--- src/rtl/cnn_stream_loader_pkg.sv ---
// Shared definitions for the CNN stream loader: default geometry,
// loader FSM states and address-width helper.
package cnn_stream_loader_pkg;

  localparam int unsigned DEF_DATA_WIDTH  = 16;
  localparam int unsigned DEF_IMG_WIDTH   = 4;
  localparam int unsigned DEF_IMG_HEIGHT  = 4;
  localparam int unsigned DEF_NUM_FILTERS = 2;
  localparam int unsigned TAPS_PER_FILTER = 9;

  typedef enum logic [2:0] {
    ST_IDLE,
    ST_LOAD_IMG,
    ST_LOAD_W,
    ST_START,
    ST_WAIT_DONE,
    ST_DRAIN
  } loader_state_e;

  // Address width for a memory of n words; never narrower than one bit.
  function automatic int unsigned addr_bits(input int unsigned n);
    return (n > 1) ? $clog2(n) : 1;
  endfunction

endpackage

--- src/rtl/cnn_beat_counter.sv ---
// Wrap-to-zero beat counter with synchronous clear and a terminal-count flag.
module cnn_beat_counter
  import cnn_stream_loader_pkg::*;
#(
  parameter int unsigned COUNT = 16,
  parameter int unsigned WIDTH = 4
) (
  input  logic             clk,
  input  logic             reset,
  input  logic             clear,
  input  logic             en,
  output logic [WIDTH-1:0] count,
  output logic             at_max
);

  assign at_max = (count == WIDTH'(COUNT - 1));

  // Clear has priority over increment; the last value wraps back to zero.
  always_ff @(posedge clk) begin
    if (reset || clear) begin
      count <= '0;
    end else if (en) begin
      count <= at_max ? '0 : count + WIDTH'(1);
    end
  end

endmodule

--- src/rtl/cnn_stream_loader.sv ---
// Streaming front-end for conv_core: writes an image frame (and optionally
// filter weights) into the core memories, then starts the core and waits.
module cnn_stream_loader
  import cnn_stream_loader_pkg::*;
#(
  parameter  int unsigned DATA_WIDTH  = DEF_DATA_WIDTH,
  parameter  int unsigned IMG_WIDTH   = DEF_IMG_WIDTH,
  parameter  int unsigned IMG_HEIGHT  = DEF_IMG_HEIGHT,
  parameter  int unsigned NUM_FILTERS = DEF_NUM_FILTERS,
  localparam int unsigned IMG_SIZE    = IMG_WIDTH * IMG_HEIGHT,
  localparam int unsigned W_SIZE      = NUM_FILTERS * TAPS_PER_FILTER,
  localparam int unsigned IMG_AW      = addr_bits(IMG_SIZE),
  localparam int unsigned W_AW        = addr_bits(W_SIZE)
) (
  input  logic                  clk,
  input  logic                  reset,
  input  logic                  s_valid,
  output logic                  s_ready,
  input  logic [DATA_WIDTH-1:0] s_data,
  input  logic                  s_last,
  input  logic                  cfg_load_w,
  output logic                  img_we,
  output logic [IMG_AW-1:0]     img_addr,
  output logic [DATA_WIDTH-1:0] img_wdata,
  output logic                  w_we,
  output logic [W_AW-1:0]       w_addr,
  output logic [DATA_WIDTH-1:0] w_wdata,
  output logic                  core_start,
  input  logic                  core_done,
  output logic                  busy,
  output logic                  frame_err
);

  loader_state_e state_q, state_d;
  logic          wmode_q;
  logic          wmode_eff;
  logic          beat;
  logic          img_wr, w_wr, err;
  logic          cnt_clear;
  logic          pix_en, w_en;
  logic          pix_at_max, w_at_max;
  logic [IMG_AW-1:0] pix_cnt;
  logic [W_AW-1:0]   w_cnt;

  assign beat      = s_valid && s_ready;
  // The first beat of a frame is accepted in IDLE, before wmode is stored.
  assign wmode_eff = (state_q == ST_IDLE) ? cfg_load_w : wmode_q;
  assign cnt_clear = (state_d == ST_IDLE);
  assign busy      = (state_q != ST_IDLE);

  cnn_beat_counter #(
    .COUNT (IMG_SIZE),
    .WIDTH (IMG_AW)
  ) u_pix_cnt (
    .clk    (clk),
    .reset  (reset),
    .clear  (cnt_clear),
    .en     (pix_en),
    .count  (pix_cnt),
    .at_max (pix_at_max)
  );

  cnn_beat_counter #(
    .COUNT (W_SIZE),
    .WIDTH (W_AW)
  ) u_w_cnt (
    .clk    (clk),
    .reset  (reset),
    .clear  (cnt_clear),
    .en     (w_en),
    .count  (w_cnt),
    .at_max (w_at_max)
  );

  // Next-state, write-strobe and framing-error decode.
  always_comb begin
    state_d = state_q;
    img_wr  = 1'b0;
    w_wr    = 1'b0;
    err     = 1'b0;
    pix_en  = 1'b0;
    w_en    = 1'b0;
    unique case (state_q)
      // IDLE and LOAD_IMG share the image path; IDLE's pix_cnt is always 0.
      ST_IDLE, ST_LOAD_IMG: begin
        if (beat) begin
          img_wr = 1'b1;
          pix_en = 1'b1;
          if (pix_at_max) begin
            if (!wmode_eff) begin
              if (s_last) begin
                state_d = ST_START;
              end else begin
                err     = 1'b1;
                state_d = ST_DRAIN;
              end
            end else if (s_last) begin
              err     = 1'b1;
              state_d = ST_IDLE;
            end else begin
              state_d = ST_LOAD_W;
            end
          end else if (s_last) begin
            err     = 1'b1;
            state_d = ST_IDLE;
          end else begin
            state_d = ST_LOAD_IMG;
          end
        end
      end
      ST_LOAD_W: begin
        if (beat) begin
          w_wr = 1'b1;
          w_en = 1'b1;
          if (w_at_max) begin
            if (s_last) begin
              state_d = ST_START;
            end else begin
              err     = 1'b1;
              state_d = ST_DRAIN;
            end
          end else if (s_last) begin
            err     = 1'b1;
            state_d = ST_IDLE;
          end
        end
      end
      ST_START: begin
        state_d = ST_WAIT_DONE;
      end
      ST_WAIT_DONE: begin
        if (core_done) begin
          state_d = ST_IDLE;
        end
      end
      ST_DRAIN: begin
        if (beat && s_last) begin
          state_d = ST_IDLE;
        end
      end
      default: begin
        state_d = ST_IDLE;
      end
    endcase
  end

  // State register, frame mode, registered ready and write/control outputs.
  always_ff @(posedge clk) begin
    if (reset) begin
      state_q    <= ST_IDLE;
      wmode_q    <= 1'b0;
      s_ready    <= 1'b0;
      img_we     <= 1'b0;
      img_addr   <= '0;
      img_wdata  <= '0;
      w_we       <= 1'b0;
      w_addr     <= '0;
      w_wdata    <= '0;
      core_start <= 1'b0;
      frame_err  <= 1'b0;
    end else begin
      state_q <= state_d;
      if (state_q == ST_IDLE && beat) begin
        wmode_q <= cfg_load_w;
      end
      // Ready is decoded from the next state so it is a plain flop output.
      s_ready <= (state_d == ST_IDLE) || (state_d == ST_LOAD_IMG) ||
                 (state_d == ST_LOAD_W) || (state_d == ST_DRAIN);
      img_we <= img_wr;
      if (img_wr) begin
        img_addr  <= pix_cnt;
        img_wdata <= s_data;
      end
      w_we <= w_wr;
      if (w_wr) begin
        w_addr  <= w_cnt;
        w_wdata <= s_data;
      end
      // START lasts one cycle, so this lands right after the final write.
      core_start <= (state_q == ST_START);
      frame_err  <= err;
    end
  end

endmodule

--- config.mk ---
export PLATFORM = sky130hd
export DESIGN_NAME = cnn_stream_loader
export DESIGN_NICKNAME = d
export VERILOG_FILES = /design/src/rtl/cnn_stream_loader_pkg.sv /design/src/rtl/cnn_beat_counter.sv /design/src/rtl/cnn_stream_loader.sv
export SDC_FILE = /design/constraint.sdc
export NUM_CORES = 1
export LEC_CHECK = 0
export ABC_AREA = 1
export CORE_MARGIN = 2
export CORE_UTILIZATION = 50
export CTS_BUF_LIST = sky130_fd_sc_hd__clkbuf_16
export DETAILED_ROUTE_END_ITERATION = 12
export GPL_ROUTABILITY_DRIVEN = 0
export PLACE_DENSITY = 0.84
export SYNTH_ARGS = -nofsm -noshare
export SYNTH_HDL_FRONTEND = slang
export SYNTH_SLANG_ARGS = --single-unit
--- constraint.sdc ---
create_clock -name clk -period 2.6 [get_ports clk]
set_clock_uncertainty 0.1 [all_clocks]
set_input_delay 0.39 -clock clk [delete_from_list [all_inputs] [get_ports clk]]
set_output_delay 0.39 -clock clk [all_outputs]
set_load 0.01 [all_outputs]
==> results of run 1 <==
[synthesized netlist by cell type]
master,number
nor2_1,95
dfxtp_1,59
o21ai_0,44
nand2_1,32
inv_1,20
nand3_1,13
a21oi_1,9
clkbuf_1,8
buf_2,3
ha_1,3
nand3_2,3
nand4_1,3
xor2_1,3
a21oi_2,2
buf_6,2
inv_2,2
nand2_2,2
nor2_2,2
buf_4,1
nand2_4,1
nor2_4,1
nor3_1,1
nor3_2,1
o211ai_1,1
o21ai_1,1
o22ai_1,1
or2_2,1
[sequential cells by signal, summed over array words and instances (netlist names)]
name and flops:
core_start 1, frame_err 1, img_addr 4, img_wdata 16, img_we 1, s_ready 1
state_q 3, u_pix_cnt.count 4, u_w_cnt.count 5, w_addr 5, w_wdata 16, w_we 1
wmode_q 1
[logic make-up (layout without fill, tap and decap cells)]
group,Yosys count,count (layout),share of synthesized area
DFF,59,59,0.500
buffers and inverters,36,110,0.0667
and+or+nand+nor,155,155,0.279
xor gates and xnor gates,3,3,0.0111
adders and majority gates,3,3,0.0159
AOI/OAI and AO/OA,58,58,0.128
[per-stage QoR]
| stage | hold WS, ps | worst slack (ps) | area (um^2) | power (mW) |
|---|---|---|---|---|
| after floorplan | 367 | 993 | 2360 | 1.10 |
| after global placement | 365 | 376 | 3080 | 1.24 |
| after detailed placement | 373 | 326 | 3080 | 1.24 |
| after CTS | 382 | 624 | 3330 | 2.23 |
| after global routing | 415 | 457 | 3330 | 2.30 |
| final | 378 | 611 | 3330 | 2.22 |
[metal layers]
| layer | global-route usage | vias to the layer above | wire length, um |
|---|---|---|---|
| li1 | - | 1144 | - |
| met1 | 0.297 | 1104 | 2690 |
| met2 | 0.391 | 98 | 2940 |
| met3 | 0.0704 | 11 | 452 |
| met4 | 0.140 | 0 | 106 |
| met5 | 0 | - | 0 |
[layout make-up]
class,instances,area (um^2),share of cell area
Clock buffer,9,225,0.0675
Clock inverter,7,30.0,0.00901
Inverter,22,82.6,0.0248
Multi-Input combinational cell,219,1020,0.307
Sequential cell,59,1180,0.354
Tap cell,54,67.6,0.0203
Timing Repair Buffer,72,723,0.217
[cell usage in the layout (no fill, tap or decap), types with 2 or more instances in the layout]
cell type        instances
nor2_1                  95
clkdlybuf4s50_1         68
dfxtp_1                 59
o21ai_0                 44
nand2_1                 32
inv_1                   24
nand3_1                 13
a21oi_1                  9
clkbuf_16                9
nand3_2                  3
nand4_1                  3
xor2_1                   3
ha_1                     3
buf_4                    3
nor2_2                   2
inv_2                    2
nand2_2                  2
a21oi_2                  2
clkinv_1                 2
[path summary, 6_finish.rpt]
| check | endpoint | slack [ps] | depth (start not counted) |
|---|---|---|---|
| max | u_w_cnt.count[3] | 610 | 9 |
| min | img_addr[0] | 380 | 2 |
| max reg2reg | u_w_cnt.count[3] | 650 | 12 |
| min reg2reg | img_addr[0] | 380 | 2 |
[worst max-delay path: cells and delay by family]
family	cells	cell delay (ps)
AO/OA/AOI/OAI	1	160
AND/OR/NAND/NOR	7	1120
buffers and inverters	1	450
[power by group]
group	internal (mW)	switching, mW	leakage, nW
Clock	0.621	0.373	0.135
Sequential	0.946	0.0219	0.479
Combinational	0.128	0.131	0.838
==> reports/metrics.yaml, run 1 <==
outcome:
  outcome: "finished, final reports clean"
finish:
  post-route-util: 0.720
  fin_nets: 408
  final_cells: 442
  diodes: 0
  fillers: 352
  drive_gt1_frac: 0.0747
  synthToLayoutAreaGrowth_pct: 41.1
setup_path:
  path_cells: "clkdlybuf4s50_1, nand2_1, nor2_2, nand2_1, o21ai_1, nor2_1, nand3_2, nand2_4, nor2_1"
  end_kind: "flip-flop"
  path_class: "primary input to flip-flop"
  start_kind: "primary input"
  slowest_delay_ps: 450
  required_ps: 2750
  path_max_fanout: 9
  worst_ep_arrival_time_ps: 2140
  critPathSlowestCell: "clkdlybuf4s50_1"
  r2r-start: "u_w_cnt.count[1]"
  crit_path_start: "s_valid"
timing:
  timing.final.crit_share: 0.765
  finalSetupTns_ps: 0
  relSlewSlack: 0.587
  layout_min_cycle_time_ps: 1990
  rsz0062_at_grt: "no"
  finalMaxSlewViolations: 0
  final-setup-viol-count: 0
  final-hold-violation-count: 0
  tightest_slew_ps: 619
  fmax_ghz: 0.503
placement:
  place_inst: 426
  numPortBuffers: 68
  post-dp-hpwl_um: 4120
die:
  initial_core_util: 0.511
  core_area_um2: 4630
  die_h_um: 72.8
  rows: 25
  dieArea_um2: 5290
  boundaryPins: 69
  die_w_um: 72.8
global_routing:
  grt_pass1_vias: 2227
  antenna_found_initial: 0
  track_usage: 0.246
  overflow: 0
  grt_pass1_wl_um: 9920
  grt_max_degree: 30
run:
  maxCapViolations: 0
power_and_ir_drop:
  power_density_nw_per_um2: 666
  worst_ir_drop_vdd_mv: 0.516
  leakagePower_nw: 1.45
hold_path:
  hold_path.class: "flip-flop to flip-flop"
  hold_path_startpoint: "img_addr[0]"
logic_synthesis:
  synthCells: 314
  synth_top_cell_by_area: "dfxtp_1"
  synthDistinctLibCells: 27
  syn-num-nets: 339
  synth_area_per_cell_um2: 7.53
  ys_warn_count: 0
  synth-seq-cells: 59
  ys_seq_area_frac: 0.500
  synth_top_area_frac: 0.500
  synth_area_leaders: "dfxtp_1 50%, nor2_1 15%, o21ai_0 9.3%"
  syn_area_um2: 2360
routing:
  drc_errors: 0
  num_vias: 2357
  via_per_inst: 5.33
  drt-wirelength-per-cell_um: 14.0
  routed_wirelength_um: 6190
  drtPass1Iterations: 5
  ant_nets: 0
  drt-initial-drc-count: 137
clock_tree:
  cts_sinks: 59
  cts_setup_buffers: 0
  cts_tree: "yes"
  cts_htree_levels: 3
  cts.clk_slew.worst_paths_ps: 50
  cts_made_buffers: 9
  cts_root_buf: "clkbuf_16"
  ctsResizeCount: 0
  cts_hold_buf: 0
  ctsLongestPathBuffers: 2
  clock_latency_ps: 320
Power figures use the tool's default switching activity.
==> run 2: changes to the inputs <==
--- a/config.mk
+++ b/config.mk
@@ -7,11 +7,11 @@
 export LEC_CHECK = 0
 export ABC_AREA = 1
 export CORE_MARGIN = 2
-export CORE_UTILIZATION = 50
+export CORE_UTILIZATION = 42
 export CTS_BUF_LIST = sky130_fd_sc_hd__clkbuf_16
 export DETAILED_ROUTE_END_ITERATION = 12
 export GPL_ROUTABILITY_DRIVEN = 0
-export PLACE_DENSITY = 0.84
+export PLACE_DENSITY = 0.75
 export SYNTH_ARGS = -nofsm -noshare
 export SYNTH_HDL_FRONTEND = slang
 export SYNTH_SLANG_ARGS = --single-unit
==> constraint.sdc (replaced) <==
create_clock -name clk -period 1.65 [get_ports clk]
set_clock_uncertainty 0.1 [all_clocks]
set_input_delay 0.2475 -clock clk [delete_from_list [all_inputs] [get_ports clk]]
set_output_delay 0.2475 -clock clk [all_outputs]
set_load 0.01 [all_outputs]
==> run 2 against run 1 <==
Setup slack got worse by 600 ps. First-iteration DRC count fell by 1.5%. Register-to-register slack got worse by 620 ps. Clock-buffer cell count did not move. Power rose by 70%. Non-clock buffer count rose by 30. Hold slack got worse by 5.2 ps. Critical path type unchanged. Highest routed layer unchanged.
==> reports/metrics.yaml, run 2 (synthesized netlist as in run 1, its figures left out) <==
outcome:
  outcome: "finished, final reports clean"
finish:
  final_common_cell: "nor2_1"
  fillers: 431  # +22%
  drive_gt1_frac: 0.227  # +0.152
  most-common-layout-cells: "88 x nor2_1, 67 x clkdlybuf4s50_1, 53 x dfxtp_1"
  synthToLayoutAreaGrowth_pct: 59.7
  reg.largest.list: "img_wdata x16, w_wdata x16"
  finalInstanceArea_um2: 3770  # +13%
  diodes: 0  # unchanged
  fin_nets: 439  # +7.6%
routing:
  drc_errors: 0  # unchanged
  drt-wirelength-per-cell_um: 13.6  # -3.0%
  num_vias: 2444  # +3.7%
  drtPass1Iterations: 4  # -1
  drt-initial-drc-count: 135  # -1.5%
  ant_nets: 0  # unchanged
  routed_wirelength_um: 6660  # +7.7%
  via_per_inst: 4.98  # -6.7%
timing:
  finalMaxSlewViolations: 0  # unchanged
  tightest_slew_ps: 356  # -264 ps
  rsz0062_at_grt: "yes"
  finalSetupTns_ps: 0  # unchanged
  fmax_ghz: 0.611
  final-hold-violation-count: 0  # unchanged
  final-setup-viol-count: 0  # unchanged
  relSlewSlack: 0.763  # +0.176
  timing.final.crit_share: 0.992
  layout_min_cycle_time_ps: 1640
die:
  core_area_um2: 5470  # +18%
  die_h_um: 79.0  # +8.6%
  dieArea_um2: 6240  # +18%
  initial_core_util: 0.432  # -0.0787
  die_w_um: 79.0  # +8.6%
  boundaryPins: 69  # unchanged
  rows: 27  # +8.0%
power_and_ir_drop:
  worst_ir_drop_vdd_mv: 0.692  # +34%
  leakagePower_nw: 1.65  # +13%
  power_density_nw_per_um2: 999  # +50%
setup_path:
  crit_buf_inv: 1  # unchanged
  path_max_fanout: 6  # -3
  worst_ep_arrival_time_ps: 1790  # -350 ps
  crit_path_start: "s_valid"
  start_kind: "primary input"
  end_kind: "flip-flop"
  crit_top_cell: "nor2_2"
  path_class: "primary input to flip-flop"
  critPathSlowestCell: "clkdlybuf4s50_1"
  path_cells: "clkdlybuf4s50_1, nand2_4, nor2_4, nand4_1, nor2_2, nor2_2, nand3_2, nand2_4, nor2_2"
  cp_top_family: "simple AND/OR/NAND/NOR gates"
  slowest_delay_ps: 500  # +50 ps
  r2r-start: "state_q[1]"
  required_ps: 1800  # -950 ps
clock_tree:
  clock_latency_ps: 330  # about the same
  cts_root_buf: "clkbuf_16"
  ctsLongestPathBuffers: 2  # unchanged
  cts.clk_slew.worst_paths_ps: 50  # about the same
  cts_tree: "yes"
  cts_hold_buf: 0  # unchanged
  cts_sinks: 59  # unchanged
  cts_htree_levels: 3  # unchanged
  cts_made_buffers: 9  # unchanged
global_routing:
  grt_pass1_wl_um: 10500  # +5.8%
  grt_pass1_vias: 2374  # +6.6%
  overflow: 0  # unchanged
  track_usage: 0.214  # -0.0321
  antenna_found_initial: 0  # unchanged
  grt_max_degree: 35  # +17%
hold_path:
  hold_path.class: "flip-flop to flip-flop"
  hold_path_startpoint: "img_addr[0]"
placement:
  placed_area_um2: 3250  # +5.6%
  post-dp-hpwl_um: 4280  # +3.9%
  numPortBuffers: 68  # unchanged
run:
  maxCapViolations: 0  # unchanged
==> run 2: cell types whose count changed in the layout (fill, tap and decap cells not counted), moves of 6 or more <==
cell	change
inv_1	-8
buf_4	+27
nor2_1	-7
nand2_1	-7
dfxtp_1	-6
==> run 2: metal layers <==
| metal | vias up | global-route usage | share of wire |
|---|---|---|---|
| li1 | 1205 | - | - |
| met1 | 1155 | 0.239 | 0.43 |
| met2 | 75 | 0.360 | 0.49 |
| met3 | 9 | 0.0989 | 0.070 |
| met4 | 0 | 0.0690 | 0.0098 |
| met5 | - | 0 | 0 |
==> run 2: cell type report <==
type	instances	area (um^2)	share of cell area
clock buffer	9	225	0.0597
clock inverter	7	60.1	0.0159
inverter	22	87.6	0.0232
multi-input combinational	220	1160	0.307
sequential	59	1190	0.316
tap	72	90.1	0.0239
timing repair buffer	102	958	0.254
==> run 2: path summary, 6_finish.rpt <==
path                   endpoint  slack (ps)  cells past startpoint
min reg2reg         img_addr[0]         370                      2
min                 img_addr[0]         370                      2
max reg2reg  u_pix_cnt.count[0]          30                      9
max          u_pix_cnt.count[0]          10                      9
==> run 2: what timing repair did <==
action / 4_1_cts / 5_1_grt
setup buffers: 3 / 7
cloned: 1 / 0
resized for setup: 14 / 37
setup endpoints to repair: 11 / 11
pin swaps: 5 / 13
==> run 2: tightest hold or removal path: cells and delay by family, from the launching register on <==
family | cells | cell delay [ps]
AND/OR/NAND/NOR | 1 | 60
flip-flops | 1 | 310
AO/OA/AOI/OAI | 1 | 50
==> run 2: where the power goes <==
group | leakage (nW) | internal (mW) | switching, mW
clock | 0.144 | 1.15 | 0.620
sequential | 0.483 | 1.49 | 0.0337
combinational | 1.02 | 0.245 | 0.240
total | 1.65 | 2.88 | 0.894
==> run 2: per-stage QoR <==
step           instances  worst slack [ps]  utilization  hold WS, ps  power (mW)
4_1_cts              484              17.3        0.657          381        3.75
6_report             491              12.4        0.690          373        3.77
3_3_place_gp         464              -265        0.594          348        1.99
2_1_floorplan        314              42.8            -          282        1.74
5_1_grt              491             -60.1        0.690          417        3.91
3_5_place_dp         464              -301        0.594          370        1.99
==> run 3: changes to the inputs <==
--- a/config.mk
+++ b/config.mk
@@ -9,9 +9,10 @@
 export CORE_MARGIN = 2
 export CORE_UTILIZATION = 42
 export CTS_BUF_LIST = sky130_fd_sc_hd__clkbuf_16
+export CTS_CLUSTER_DIAMETER = 60
 export DETAILED_ROUTE_END_ITERATION = 12
-export GPL_ROUTABILITY_DRIVEN = 0
 export PLACE_DENSITY = 0.75
+export SLEW_MARGIN = 40
 export SYNTH_ARGS = -nofsm -noshare
 export SYNTH_HDL_FRONTEND = slang
 export SYNTH_SLANG_ARGS = --single-unit
==> run 3 against run 2 <==
The run now ends with negative setup slack left. Highest routed layer unchanged. Largest power group unchanged. Sequential share of layout area shrank 1.0 points. Critical path type is now flip-flop to flip-flop. Setup slack lost 34 ps. Global-route usage grew 0.59 points.
==> reports/metrics.yaml, run 3 (synthesized netlist as in run 1, its figures left out) <==
routing:
  routed_wirelength_um: 7060  # +6.0%
  drc_errors: 0  # unchanged
  via_per_inst: 5.02  # +0.82%
  drt-wirelength-per-cell_um: 14.3  # +5.6%
  num_vias: 2474  # +1.2%
  drtPass1Iterations: 4  # unchanged
  drt-initial-drc-count: 156  # +16%
  ant_nets: 0  # unchanged
power_and_ir_drop:
  p_sw_mw: 0.922  # +3.2%
  p_int_mw: 3.21  # +11%
  swShare: 0.223  # -0.0136
  combPwrFrac: 0.127  # -0.002
  pwr-share-clk: 0.504  # +0.036
  p_total_mw: 4.13  # +9.4%
  worst_ir_drop_vdd_mv: 0.624  # -9.8%
  power_density_nw_per_um2: 1060  # +6.1%
  leakagePower_nw: 1.71  # +3.4%
  seqPwrFrac: 0.369  # -0.034
clock_tree:
  cts_htree_levels: 3  # unchanged
  ctsLongestPathBuffers: 2  # unchanged
  cts_tree: "yes"
  cts.clk_slew.worst_paths_ps: 50  # about the same
  cts_made_buffers: 9  # unchanged
  clock_latency_ps: 320  # about the same
  cts_sinks: 59  # unchanged
  cts_hold_buf: 0  # unchanged
  cts_root_buf: "clkbuf_16"
finish:
  diodes: 0  # unchanged
  fin_nets: 441  # +0.46%
  final_cells: 493  # +0.41%
  final_common_cell: "nor2_1"
  most-common-layout-cells: "87 x nor2_1, 66 x clkdlybuf4s50_1, 53 x dfxtp_1"
  fillers: 429  # -0.46%
  synthToLayoutAreaGrowth_pct: 64.6
  reg.largest.list: "img_wdata x16, w_wdata x16"
  drive_gt1_frac: 0.242  # +0.0155
timing:
  fin_ws_ps: -21.3  # -33.7 ps
  final-setup-viol-count: 6  # +6
  timing.final.crit_share: 1.01  # +0.0204
  fmax_ghz: 0.598  # -2.0%
  final-hold-violation-count: 0  # unchanged
  relSlewSlack: 0.834  # +0.0715
  tightest_slew_ps: 248  # -108 ps
  finalMaxSlewViolations: 0  # unchanged
  hold-worst-slack_ps: 378  # +4.84 ps
  layout_min_cycle_time_ps: 1670  # +33.7 ps
global_routing:
  grt_max_degree: 29  # -17%
  grt_pass1_wl_um: 10700  # +1.6%
  grt_pass1_vias: 2416  # +1.8%
  track_usage: 0.220  # +0.00592
  antenna_found_initial: 0  # unchanged
  overflow: 0  # unchanged
placement:
  numPortBuffers: 68  # unchanged
  post-dp-hpwl_um: 4400  # +2.7%
  place.gp.congestion: 0.891
  place_inst: 466  # +0.43%
setup_path:
  end_kind: "flip-flop"
  path_max_fanout: 5  # -1
  start_kind: "flip-flop"
  required_ps: 1760  # -40 ps
  path_class: "flip-flop to flip-flop"
  worst_ep_arrival_time_ps: 1780  # about the same
die:
  core_area_um2: 5470  # unchanged
  dieArea_um2: 6240  # unchanged
  die_w_um: 79.0  # unchanged
  die_h_um: 79.0  # unchanged
  initial_core_util: 0.432  # unchanged
  rows: 27  # unchanged
  boundaryPins: 69  # unchanged
hold_path:
  hold_path.class: "primary input to flip-flop"
run:
  maxCapViolations: 0  # unchanged
outcome:
  outcome: "finished with violations"
  violations: "negative setup slack"
==> run 3: changes by cell type in the layout (fill, tap and decap cells not counted), moves of 2 or more <==
cell | before | now
nand3_2 | 3 | 1
bufinv_16 | 1 | 3
inv_1 | 16 | 14
a21oi_4 | 0 | 2
nand2_1 | 25 | 21
buf_4 | 30 | 33
clkinv_1 | 1 | 3
nand2_2 | 6 | 9
clkinv_2 | 3 | 1
a21oi_2 | 3 | 0
==> run 3: area by class of cell <==
type                            instances  area [um^2]  area share
Multi-Input combinational cell        220         1220       0.313
Sequential cell                        59         1190       0.306
Timing Repair Buffer                  104          972       0.250
Clock buffer                            9          225      0.0579
Clock inverter                          7          106      0.0273
Tap cell                               72         90.1      0.0232
Inverter                               22         87.6      0.0225
==> run 3: power groups by stage <==
stage | combinational [mW] | clock (mW) | sequential [mW]
detailed placement | 0.451 | 0 | 1.55
finish | 0.525 | 2.08 | 1.52
global placement | 0.446 | 0 | 1.55
global route | 0.564 | 2.16 | 1.53
floorplan | 0.163 | 0 | 1.57
CTS | 0.461 | 2.09 | 1.52
==> run 3: worst max-delay path, stage by stage, from the launching register on <==
cell and delay, ps:
dfxtp_2 370, ha_4 150, nand3_1 110, a21oi_1 210
nand2_2 90, a21oi_4 200, nand3_4 160, nand2_8 120
nor2_1 50
==> run 3: final timing paths <==
kind / from / end / slack (ps) / cells past startpoint
max reg2reg: u_pix_cnt.count[1] / u_w_cnt.count[0] / -20 / 8
max: u_pix_cnt.count[1] / u_w_cnt.count[0] / -20 / 8
min: s_valid / wmode_q / 380 / 4
min reg2reg: img_addr[1] / img_addr[1] / 400 / 2
==> run 3: through the flow <==
step	worst slack (ps)	cell area [um^2]	setup TNS [ps]	utilization
after global routing	-91.9	3890	-687	0.711
after CTS	3.53	3650	0	0.666
after global placement	-284	3270	-9360	0.597
after floorplan	42.8	2360	0	-
after detailed placement	-345	3270	-9920	0.597
final	-21.3	3890	-36.6	0.711
==> run 3: timing repair <==
item	CTS	global route
setup endpoints to repair	10	10
buffers inserted	3	7
resized for setup	11	52
gates cloned	1	0
pin swaps	6	19
==> run 3: per-layer routing <==
| metal | global-route usage | vias up | share of wire |
|---|---|---|---|
| met3 | 0.0773 | 22 | 0.080 |
| met1 | 0.243 | 1149 | 0.40 |
| met5 | 0 | - | 0 |
| met4 | 0.112 | 0 | 0.035 |
| met2 | 0.371 | 89 | 0.49 |
| li1 | - | 1214 | - |
